File: src/rtl/multicycle_cpu_core.sv
// Multi-cycle 16-bit-encoding CPU core with generic data width, one shared
// req/ack memory port, an 8-entry register file and a retired-instruction counter.
module multicycle_cpu_core #(
   parameter int                DATA_W   = 16,
   parameter int                ADDR_W   = 16,
   parameter logic [ADDR_W-1:0] RESET_PC = '0,
   parameter int                CNT_W    = 32
) (
   input  logic              clk_i,
   input  logic              rst_i,
   output logic              mem_req_o,
   output logic              mem_we_o,
   output logic [ADDR_W-1:0] mem_addr_o,
   output logic [DATA_W-1:0] mem_wdata_o,
   input  logic [DATA_W-1:0] mem_rdata_i,
   input  logic              mem_ack_i,
   output logic [ADDR_W-1:0] pc_o,
   output logic [2:0]        state_o,
   output logic              retire_o,
   output logic [CNT_W-1:0]  retire_count_o
);

   typedef enum logic [2:0] {
      S_FETCH  = 3'd0,
      S_DECODE = 3'd1,
      S_EXEC   = 3'd2,
      S_MEM    = 3'd3,
      S_WB     = 3'd4
   } state_t;

   localparam logic [2:0] OP_R = 3'd0, OP_ADDI = 3'd1, OP_LW = 3'd2, OP_SW = 3'd3;
   localparam logic [2:0] OP_BEQ = 3'd4, OP_BNE = 3'd5, OP_LI = 3'd6, OP_J = 3'd7;

   state_t            state_q, state_d;
   logic [ADDR_W-1:0] pc_q, pc_d, ipc_q, ipc_d, tgt_q, tgt_d, addr_q, addr_d;
   logic [15:0]       ir_q, ir_d;
   logic [DATA_W-1:0] a_q, a_d, b_q, b_d, res_q, res_d, wdata_q, wdata_d;
   logic              req_q, req_d, we_q, we_d;
   logic [CNT_W-1:0]  cnt_q, cnt_d;
   logic [DATA_W-1:0] regs_q [8];
   logic [DATA_W-1:0] regs_d [8];

   logic              retire, go_fetch;
   logic [ADDR_W-1:0] npc, boff, jaddr;
   logic [2:0]        op, rs, rt, rd, dest;
   logic [3:0]        funct;
   logic [6:0]        imm7;
   logic [DATA_W-1:0] sext, zext, ea;

   function automatic logic [DATA_W-1:0] alu_r(input logic [3:0] f,
                                               input logic signed [DATA_W-1:0] x,
                                               input logic signed [DATA_W-1:0] y);
      case (f)
         4'd0:    return x + y;
         4'd1:    return x - y;
         4'd2:    return x & y;
         4'd3:    return x | y;
         4'd4:    return (x < y) ? DATA_W'(1) : '0;
         4'd5:    return $unsigned(x) << y[3:0];
         4'd6:    return $unsigned(x) >> y[3:0];
         default: return '0;
      endcase
   endfunction

   assign op    = ir_q[15:13];
   assign rs    = ir_q[12:10];
   assign rt    = ir_q[9:7];
   assign rd    = ir_q[6:4];
   assign funct = ir_q[3:0];
   assign imm7  = ir_q[6:0];
   assign dest  = (op == OP_R) ? rd : rt;
   assign sext  = {{(DATA_W-7){imm7[6]}}, imm7};
   assign zext  = {{(DATA_W-7){1'b0}}, imm7};
   assign ea    = a_q + sext;
   assign boff  = {{(ADDR_W-8){imm7[6]}}, imm7, 1'b0};
   // pc_q already holds PC+2 once the instruction has been fetched
   assign jaddr = (pc_q & ~ADDR_W'(14'h3FFF)) | ADDR_W'({ir_q[12:0], 1'b0});

   always_comb begin
      state_d  = state_q;
      pc_d     = pc_q;
      ipc_d    = ipc_q;
      tgt_d    = tgt_q;
      addr_d   = addr_q;
      ir_d     = ir_q;
      a_d      = a_q;
      b_d      = b_q;
      res_d    = res_q;
      wdata_d  = wdata_q;
      req_d    = req_q;
      we_d     = we_q;
      cnt_d    = cnt_q;
      regs_d   = regs_q;
      retire   = 1'b0;
      go_fetch = 1'b0;
      npc      = pc_q;
      case (state_q)
         S_FETCH: begin
            if (!req_q) begin
               req_d  = 1'b1;
               addr_d = pc_q;
               ipc_d  = pc_q;
            end else if (mem_ack_i) begin
               ir_d    = mem_rdata_i[15:0];
               pc_d    = pc_q + ADDR_W'(2);
               req_d   = 1'b0;
               state_d = S_DECODE;
            end
         end
         S_DECODE: begin
            a_d     = regs_q[rs];
            b_d     = regs_q[rt];
            tgt_d   = pc_q + boff;
            state_d = S_EXEC;
         end
         S_EXEC: begin
            case (op)
               OP_LW, OP_SW: begin
                  addr_d  = ADDR_W'(ea);
                  wdata_d = b_q;
                  req_d   = 1'b1;
                  we_d    = (op == OP_SW);
                  state_d = S_MEM;
               end
               OP_BEQ, OP_BNE: begin
                  npc      = ((a_q == b_q) == (op == OP_BEQ)) ? tgt_q : pc_q;
                  retire   = 1'b1;
                  go_fetch = 1'b1;
               end
               OP_J: begin
                  npc      = jaddr;
                  retire   = 1'b1;
                  go_fetch = 1'b1;
               end
               OP_ADDI: begin res_d = ea;   state_d = S_WB; end
               OP_LI:   begin res_d = zext; state_d = S_WB; end
               default: begin res_d = alu_r(funct, a_q, b_q); state_d = S_WB; end
            endcase
         end
         S_MEM: begin
            if (req_q && mem_ack_i) begin
               we_d = 1'b0;
               if (op == OP_SW) begin
                  retire   = 1'b1;
                  go_fetch = 1'b1;
               end else begin
                  req_d   = 1'b0;
                  res_d   = mem_rdata_i;
                  state_d = S_WB;
               end
            end
         end
         S_WB: begin
            if (dest != 3'd0) regs_d[dest] = res_q;
            retire   = 1'b1;
            go_fetch = 1'b1;
         end
         default: state_d = S_FETCH;
      endcase
      // Issue the next fetch straight from the retiring cycle so it has no idle gap
      if (go_fetch) begin
         state_d = S_FETCH;
         pc_d    = npc;
         ipc_d   = npc;
         addr_d  = npc;
         req_d   = 1'b1;
         we_d    = 1'b0;
      end
      if (retire) cnt_d = cnt_q + CNT_W'(1);
   end

   always_ff @(posedge clk_i) begin
      if (rst_i) begin
         state_q <= S_FETCH;
         pc_q    <= RESET_PC;
         ipc_q   <= RESET_PC;
         tgt_q   <= '0;
         addr_q  <= '0;
         ir_q    <= '0;
         a_q     <= '0;
         b_q     <= '0;
         res_q   <= '0;
         wdata_q <= '0;
         req_q   <= 1'b0;
         we_q    <= 1'b0;
         cnt_q   <= '0;
         for (int i = 0; i < 8; i++) regs_q[i] <= '0;
      end else begin
         state_q <= state_d;
         pc_q    <= pc_d;
         ipc_q   <= ipc_d;
         tgt_q   <= tgt_d;
         addr_q  <= addr_d;
         ir_q    <= ir_d;
         a_q     <= a_d;
         b_q     <= b_d;
         res_q   <= res_d;
         wdata_q <= wdata_d;
         req_q   <= req_d;
         we_q    <= we_d;
         cnt_q   <= cnt_d;
         regs_q  <= regs_d;
      end
   end

   assign mem_req_o      = req_q;
   assign mem_we_o       = we_q;
   assign mem_addr_o     = addr_q;
   assign mem_wdata_o    = wdata_q;
   assign pc_o           = ipc_q;
   assign state_o        = state_q;
   assign retire_o       = retire & ~rst_i;
   assign retire_count_o = cnt_q;

endmodule
File: config.mk
export PLATFORM = sky130hd
export DESIGN_NAME = multicycle_cpu_core
export DESIGN_NICKNAME = d
export VERILOG_FILES = /design/src/rtl/multicycle_cpu_core.sv
export SDC_FILE = /design/constraint.sdc
export NUM_CORES = 1
export LEC_CHECK = 0
export ABC_CLOCK_PERIOD_IN_PS = 3500
export CAP_MARGIN = 20
export CORE_MARGIN = 8
export CORE_UTILIZATION = 55
export DETAILED_ROUTE_END_ITERATION = 7
export PLACE_DENSITY = 0.86
export SLEW_MARGIN = 20
export SYNTH_ARGS = -nofsm -noshare
export SYNTH_HDL_FRONTEND = slang
export SYNTH_SLANG_ARGS = --single-unit
File: constraint.sdc
create_clock -name clk_i -period 3.5 [get_ports clk_i]
set_clock_uncertainty 0.05 [all_clocks]
set_input_delay 1.05 -clock clk_i [delete_from_list [all_inputs] [get_ports clk_i]]
set_output_delay 1.05 -clock clk_i [all_outputs]
set_load 0.1 [all_outputs]
==> Word level (Yosys, flattened, before mapping) <==
Index checks and enable logic that the tools add are counted.
{ "classes": {"add_sub_neg": 6, "order_cmp": 5, "n_eq_ne": 31, "n_shift": 2, "mux": 49, "bitwise": 9, "n_reduce_logical": 27} }
{ "op_table": {"columns": ["operator", "n"], "rows": [
  ["$mux 16", 18],
  ["$bwmux 128", 1],
  ["$pmux 16 s7", 1],
  ["$bmux 16 s3", 2],
  ["$pmux 16 s2", 3],
  ["$add 16x16->16", 3],
  ["$demux 16 s3", 1],
  ["$pmux 16 s3", 1],
  ["$add 32x1->32 const B", 1],
  ["$add 16x2->16 const B", 1],
  ["$and 16x16->16", 1],
  ["$eq 16x16->1", 1],
  ["$lt 16x16->1", 1],
  ["$or 16x14->16", 1],
  ["$or 16x16->16", 1],
  ["$shl 16x4->16", 1],
  ["$shr 16x4->16", 1],
  ["$sub 16x16->16", 1],
  ["$eq 3x3->1 const B", 5],
  ["$mux 3", 5],
  ["$pmux 3 s5", 1],
  ["$ne 2x2->1 const B", 7],
  ["$eq 3x2->1 const B", 4],
  ["$eq 4x3->1 const B", 3],
  ["other kinds (28)", 64]
]} }
{ "totals": {"reg_bits": 309, "inputBits": 19, "output_inout_bits": 86, "wordCells": 150} }

==> Depth between registers and ports, before layout <==
{ "depth": {"word_depth": 8, "depth_mapped": 15, "ltp_nobuf": 11} }

==> Least setup slack after synthesis <==
OpenSTA, ideal clock, no wires.
{ "synth_path": {"path_type": "reg2out", "start": "register state_q[1], in the netlist state_o[1]", "end": "output port retire_o", "arrival_ns": 3.557, "t_required_ns": 2.400, "setup_slack_ns": -1.157, "path_stages_with_launch": 7, "n_path_buf": 2, "path_cell_list": "dfxtp_1 or3b_2 clkbuf_1 o31ai_1 nor2_1 clkbuf_1 nor2_1"} }
{ "synth_between": {"elab_chain_cells": 3, "elab_cells_between_ends": 5, "classes_between": "eq/ne: 3; mux: 1; bitwise: 1"} }
{ "synth_lines": {"columns": ["item", "line_no", "text"], "rows": [
  ["from (decl)", "34", "state_t state_q, state_d;"],
  ["from (signal assigned)", "189", "state_q <= state_d;"],
  ["$eq 3x3->1 or $eq 3x2->1 (tied branches)", "97", "case (state_q)"],
  ["$pmux 1 s3 (*)", "97", null],
  ["$and 1x1->1 (*)", "212", "assign retire_o = retire & ~rst_i;"],
  ["to (decl)", "19", "output logic retire_o,"]
]} }
Every way passes the cells marked *; elsewhere a longest branch is shown, timed or not.

==> Final worst setup path <==
{ "layout_path": {"start": "input port mem_ack_i", "end": "output port retire_o"} }
{ "layout_between": {"elab_chain_cells": 4} }
{ "layout_lines": {"columns": ["item", "line_no", "text"], "rows": [
  ["from (decl)", "16", "input logic mem_ack_i,"],
  ["$logic_and 1x1->1", "141", "if (req_q && mem_ack_i) begin"],
  ["$mux 1", "141", null],
  ["$pmux 1 s3", "97", null],
  ["$and 1x1->1", "212", null]
]} }
No other way between the ends.

==> impl_metrics.env <==
export IMPL_outcome="finished clean"
export IMPL_die_w_um=202
export IMPL_portBuffers=104
export IMPL_worst_endpoint_arrival_ns=2.37
export IMPL_wirelength_mm=68.4
export IMPL_via_per_inst=6.62
export IMPL_ir_drop_mv=0.336
export IMPL_critPathMaxStageDelay_ns=0.52
export IMPL_cts_made_buffers=35
export IMPL_die_h_um=202
export IMPL_hold_path_end="mem_wdata_o[5]$_SDFFE_PP0P_"
export IMPL_rows=68
export IMPL_numPlacedInstances=2714
export IMPL_layout_cells_non_filler=2778
export IMPL_cp_cell_sequence="clkdlybuf4s50_1 > nand2_1 > nor3_4 > nor2_2 > nor2_4 > buf_12"
export IMPL_end_kind="primary output"
export IMPL_vias=18396
export IMPL_synth_distinct_cells=78
export IMPL_worst_r2r_path_depth=10
export IMPL_r2r_slack_ns=0.07
export IMPL_worstReg2RegEnd="mem_addr_o[8]$_SDFFE_PP0P_"
export IMPL_syn_area_per_cell_um2=8.68
export IMPL_dr_pass1_iters=6
export IMPL_fill_cells=2692
export IMPL_cts_tree="done"
export IMPL_grt_pass1_wl_mm=105
export IMPL_final_common_cell="nor2_1"
export IMPL_path_buf_inv=2
export IMPL_rsz0062_at_grt="no"
export IMPL_cap_violations=0
export IMPL_path_class="in -> out"
export IMPL_synth_area_um2=19000
export IMPL_io_pins=105
export IMPL_cpMaxStageDelayCell="clkdlybuf4s50_1"
export IMPL_setup_viol=0
export IMPL_crit_fanout=2
export IMPL_yosysSeqAreaShare=0.325
export IMPL_cts_root_buffer="clkbuf_16"
export IMPL_rr_startpoint="a_q[10]$_SDFFE_PP0P_"
export IMPL_fin_crit_ns=3.47
export IMPL_post_route_period_util=0.991
export IMPL_hp_class="reg -> reg"
export IMPL_drt_initial_drc_count=2410
export IMPL_clock_sinks=309
export IMPL_cts_htree_levels=2
export IMPL_core_um2=34300
export IMPL_worstMarginPinSlew_ns=1.03
export IMPL_antenna_found_initial=0
export IMPL_critPathRequiredTime_ns=2.40
export IMPL_layout_common_cells="nor2_1, dfxtp_1, buf_4, nand2_1, mux2i_1"
export IMPL_finalHoldViolCount=0
export IMPL_layout_drive_gt1_share=0.191
export IMPL_drc=0
export IMPL_clock_fmax_mhz=288
export IMPL_grt_pass1_vias=17763
export IMPL_ys_ff_latch=309
export IMPL_fin_total_pwr_mw=9.73
export IMPL_synth_nets=2307
export IMPL_max_slew_margin=0.310
export IMPL_power_density_nw_per_um2=438
export IMPL_synth_edf_count=0
export IMPL_crit_family="buffers and inverters"
export IMPL_hp_start="mem_wdata_o[5]$_SDFFE_PP0P_"
export IMPL_cts_max_path_buffers=3
export IMPL_initial_utilization=0.556
export IMPL_place_gp_congestion=1.01
export IMPL_grt_start_max_net_pins=93
export IMPL_cp_start_kind="input pin"
export IMPL_clock_latency_ns=0.54
export IMPL_holdWs_ns=0.406
export IMPL_ant_nets=0
export IMPL_area_delta_synth_final_pct=16.5
export IMPL_async_flop_share=0
export IMPL_hpwl_mm=48.5
export IMPL_diodes=0
export IMPL_place_area_um2=20900
export IMPL_p_leak_nw=8.30
export IMPL_grt_overflow_total=0
export IMPL_die_area_um2=40800
export IMPL_design_area_um2=22200
export IMPL_nets=2409
export IMPL_yosysWarnings=0
export IMPL_track_usage=0.321
export IMPL_clkSlewWorstSetupHoldPaths_ns=0.06
export IMPL_wl_per_cell_um=24.6
export IMPL_slew_violations=0
export IMPL_synthesis_instances=2195
export IMPL_synth_ff_type="dfxtp_1"
export IMPL_min_path_cells=2
cell usage after synthesis, types with 6 or more instances:
cell | count | area share
nor2_1 | 338 | 0.067
o221a_2 | 6 | 0.0035
a22oi_1 | 14 | 0.0055
buf_1 | 24 | 0.0047
o211ai_1 | 12 | 0.0047
nor2b_1 | 23 | 0.0076
ha_1 | 89 | 0.058
a22o_1 | 7 | 0.0032
o21bai_1 | 9 | 0.0035
a31oi_1 | 14 | 0.0046
nand2_1 | 206 | 0.041
and2_1 | 12 | 0.0039
mux2i_1 | 170 | 0.089
nand3b_1 | 7 | 0.0028
o31a_1 | 6 | 0.0028
or3_1 | 19 | 0.0062
clkbuf_1 | 139 | 0.027
o21a_1 | 6 | 0.0024
mux2_2 | 9 | 0.0053
a221oi_1 | 16 | 0.0074
a211oi_1 | 74 | 0.029
a21oi_1 | 139 | 0.037
and3_1 | 17 | 0.0056
inv_1 | 56 | 0.011
o221ai_1 | 11 | 0.0051
nor3_1 | 35 | 0.0092
or2_2 | 9 | 0.0030
nand4_1 | 6 | 0.0020
a221o_1 | 6 | 0.0032
o21ai_0 | 83 | 0.022
mux4_2 | 76 | 0.090
dfxtp_1 | 309 | 0.32
xor2_1 | 36 | 0.017
nand2b_1 | 15 | 0.0049
o211a_1 | 7 | 0.0037
buf_2 | 10 | 0.0026
xnor2_1 | 32 | 0.015
a21o_1 | 14 | 0.0055
nor4_1 | 9 | 0.0030
nand3_1 | 28 | 0.0074
final cells by class:
cell class / count / area (um2) / area share
multi-input combinational: 1653 / 12100 / 0.545
tap: 455 / 569 / 0.0256
clock inverter: 19 / 240 / 0.0108
clock buffer: 44 / 990 / 0.0446
inverter: 56 / 210 / 0.00947
sequential: 309 / 6200 / 0.279
timing repair buffer: 242 / 1900 / 0.0854
state kept, by name, indices dropped and copies added, names as in the netlist:
signal / count
regs_q: 128
retire_count_o: 32
a_q: 16
b_q: 16
ir_q: 16
mem_addr_o: 16
mem_wdata_o: 16
pc_o: 16
pc_q: 16
res_q: 16
tgt_q: 16
state_o: 3
mem_req_o: 1
mem_we_o: 1
timing repair:
item / in CTS / in global routing
gates cloned: 0 / 0
buffers inserted: 0 / 1
resized for setup: 9 / 14
endpoints found under the hold margin: 0 / 0
endpoints found under the setup margin: 26 / 40
hold buffers: 0 / 0
pin swaps: 3 / 5
power by group:
group          total (mW)  internal [mW]  leakage [nW]  switching [mW]
clock network        3.93           2.33         0.602            1.61
registers            3.74           3.61          2.50           0.131
logic                2.05          0.665          5.20            1.39
total                9.73           6.60          8.30            3.13
cells by family after synthesis:
kind of cell / after synthesis / synth area share
AND/OR/NAND/NOR: 747 / 0.173
flip-flops: 309 / 0.325
multiplexers: 255 / 0.184
adder cells (fa/ha/maj): 93 / 0.0627
AO/OA/AOI/OAI: 490 / 0.176
buffers and inverters: 233 / 0.0479
XOR/XNOR: 68 / 0.0313
worst max path at each step:
stage                            start  slack [ns]                          to  cells after the start
2_1_floorplan  state_o[1]$_SDFFE_PP0P_       -0.10                    retire_o                      6
3_3_place_gp                 mem_ack_i       -0.19                    retire_o                      6
3_5_place_dp                 mem_ack_i       -0.18                    retire_o                      6
4_1_cts        state_o[1]$_SDFFE_PP0P_       0.009                    retire_o                      6
5_1_grt           b_q[10]$_SDFFE_PP0P_       0.006  mem_addr_o[8]$_SDFFE_PP0P_                     10
6_report                     mem_ack_i        0.03                    retire_o                      6
stage by stage:
stage | TNS [ns] | util | setup slack [ns]
final | 0 | 0.647 | 0.0307
after global routing | 0 | 0.647 | 0.00593
after CTS | 0 | 0.645 | 0.00905
after detailed placement | -1.40 | 0.608 | -0.180
after global placement | -0.715 | 0.608 | -0.187
after floorplan | -0.105 | - | -0.105
layer usage:
metal | wire [um] | global-route usage | up-vias
met1 | 27700 | 0.431 | 8905
met3 | 6790 | 0.0576 | 252
met4 | 3210 | 0.145 | 0
met2 | 30700 | 0.500 | 1142
met5 | 0 | 0 | -
li1 | - | - | 8097
tightest hold or removal path: cells and delay by family (launching register included):
kind | cells | cell delay, ns
AND/OR/NAND/NOR | 1 | 0.05
flip-flops | 1 | 0.31
AO/OA/AOI/OAI | 1 | 0.05
Power figures use the tool's default switching activity.
==> RTL edit, RTL diff (same settings) <==
Change the parameter `CNT_W` from 32 to 64.
--- a/src/rtl/multicycle_cpu_core.sv
+++ b/src/rtl/multicycle_cpu_core.sv
@@ -6,3 +6,3 @@
    parameter logic [ADDR_W-1:0] RESET_PC = '0,
-   parameter int                CNT_W    = 32
+   parameter int                CNT_W    = 64
 ) (
Ports: changed (resized retire_count_o); port bits go from 105 to 137. No check against the original RTL was run, so the function may have changed too.
==> RTL edit against the original RTL <==
- synthesized area rose by 7.5%
- sequential cell count grew 32
- wire length rose by 2.1%
- setup slack better by 19 ps
- design area is 8.0% higher
- critical endpoint is now res_q[14]
Power is not compared: it rests on default switching activity, and its combinational part moved more than twofold at a synthesized area within 25%.
==> RTL edit: results (changes against the original RTL) <==
[status]
status = complete, no violations  ; unchanged

[layout]
finalNetCount = 2620  ; was 2409
n_fill_cell = 2794  ; was 2692
drive_gt1_share_pct = 18.27  ; was 19.11%

[sta]
fin_crit_sh_pct = 98.58  ; was 99.12%
slew_headroom_pct = 39.48  ; was 30.97%

[hold_path]
hold_path_startpoint = tgt_q[7]  ; was mem_wdata_o[5]

[routing]
vias = 19591  ; was 18.40k
wl_per_cell_um = 23.27  ; was 24.62 um
drtIter0Drc = 2385  ; was 2410

[logic_synthesis]
synth_seq_area_share_pct = 33.34  ; was 32.47%
ys_types = 79  ; was 78
synth_nets = 2470  ; was 2307
syn_inst = 2358  ; was 2195

[worst_setup_path]
rr_startpoint = a_q[0]  ; was a_q[10]
rrSetupSlack_ps = 50  ; was 70 ps
worstSetupPathType = register to register  ; was input port to primary output
r2r_end = res_q[14]  ; was mem_addr_o[8]
cp_slowest_cell = nor4_1  ; was clkdlybuf4s50_1
crit_fanout = 5  ; was 2
arrival_ps = 3850  ; was 2370 ps
max_stage_delay_ps = 470  ; was 520 ps

[clock_network]
cts_buffers = 37  ; was 35
cts.repair.resized = 2  ; was 9

[placed_design]
dpl_cell_area_mm2 = 0.02269  ; was 0.02086 mm2
post-place-cells = 2936  ; was 2714
hpwl_um = 49910  ; was 48490 um
preCtsSetupSlack_ps = -110.6  ; was -180.0 ps
place.gp.congestion = 1.036  ; was 1.013
io_buffers = 136  ; was 104

[global_route]
grt_max_degree = 202  ; was 93
grt_pass1_vias = 19020  ; was 17.76k
grt_antenna_before_repair = 1  ; was 0
track_usage_pct = 30.50  ; was 32.11%

[RTL edit: cell types whose count changed after synthesis, moves of 14 or more]
cell / delta
dfxtp_1: +32
nor3_1: +19
nand4_1: +20
nor2_1: +18
nand3_1: +23
xor2_1: +14
[RTL edit: kinds of logic after synthesis]
group           share of synthesized area, %
mux                                    18.35
compound gates                         15.51
buf+inv                                4.577
simple gates                           18.50
fa+ha+maj                              5.830
flops                                  33.34
xor+xnor                               3.892
[RTL edit: routing by layer]
| metal | vias to the layer above | track usage [%] | share of wire [%] |
|---|---|---|---|
| met5 | - | 0 | 0 |
| met4 | 0 | 13.17 | 4.8 |
| met3 | 259 | 6.869 | 10 |
| met2 | 1166 | 49.33 | 46 |
| met1 | 9388 | 38.79 | 39 |
| li1 | 8778 | - | - |
[RTL edit: worst max-delay path: cells and delay by family (launching register included)]
family / cells / cell delay, ps
compound gates: 6 / 1290
fa+ha+maj: 2 / 690
simple gates: 2 / 670
flops: 1 / 350
buf+inv: 2 / 320
[RTL edit: area by class of cell]
| type | count | area [um2] | area share [%] |
|---|---|---|---|
| Tap cell | 468 | 585.6 | 2.441 |
| Timing Repair Buffer | 287 | 2291 | 9.551 |
| Clock inverter | 14 | 193.9 | 0.8086 |
| Sequential cell | 341 | 6835 | 28.50 |
| Multi-Input combinational cell | 1778 | 12780 | 53.30 |
| Clock buffer | 51 | 1059 | 4.413 |
| Inverter | 63 | 236.5 | 0.9859 |
[RTL edit: where the power goes]
group	leakage (nW)	switching, mW	internal (mW)
sequential	2.76	0.433	4.25
combinational	5.63	5.86	3.12
clock	0.605	1.64	2.42
total	8.99	7.94	9.79
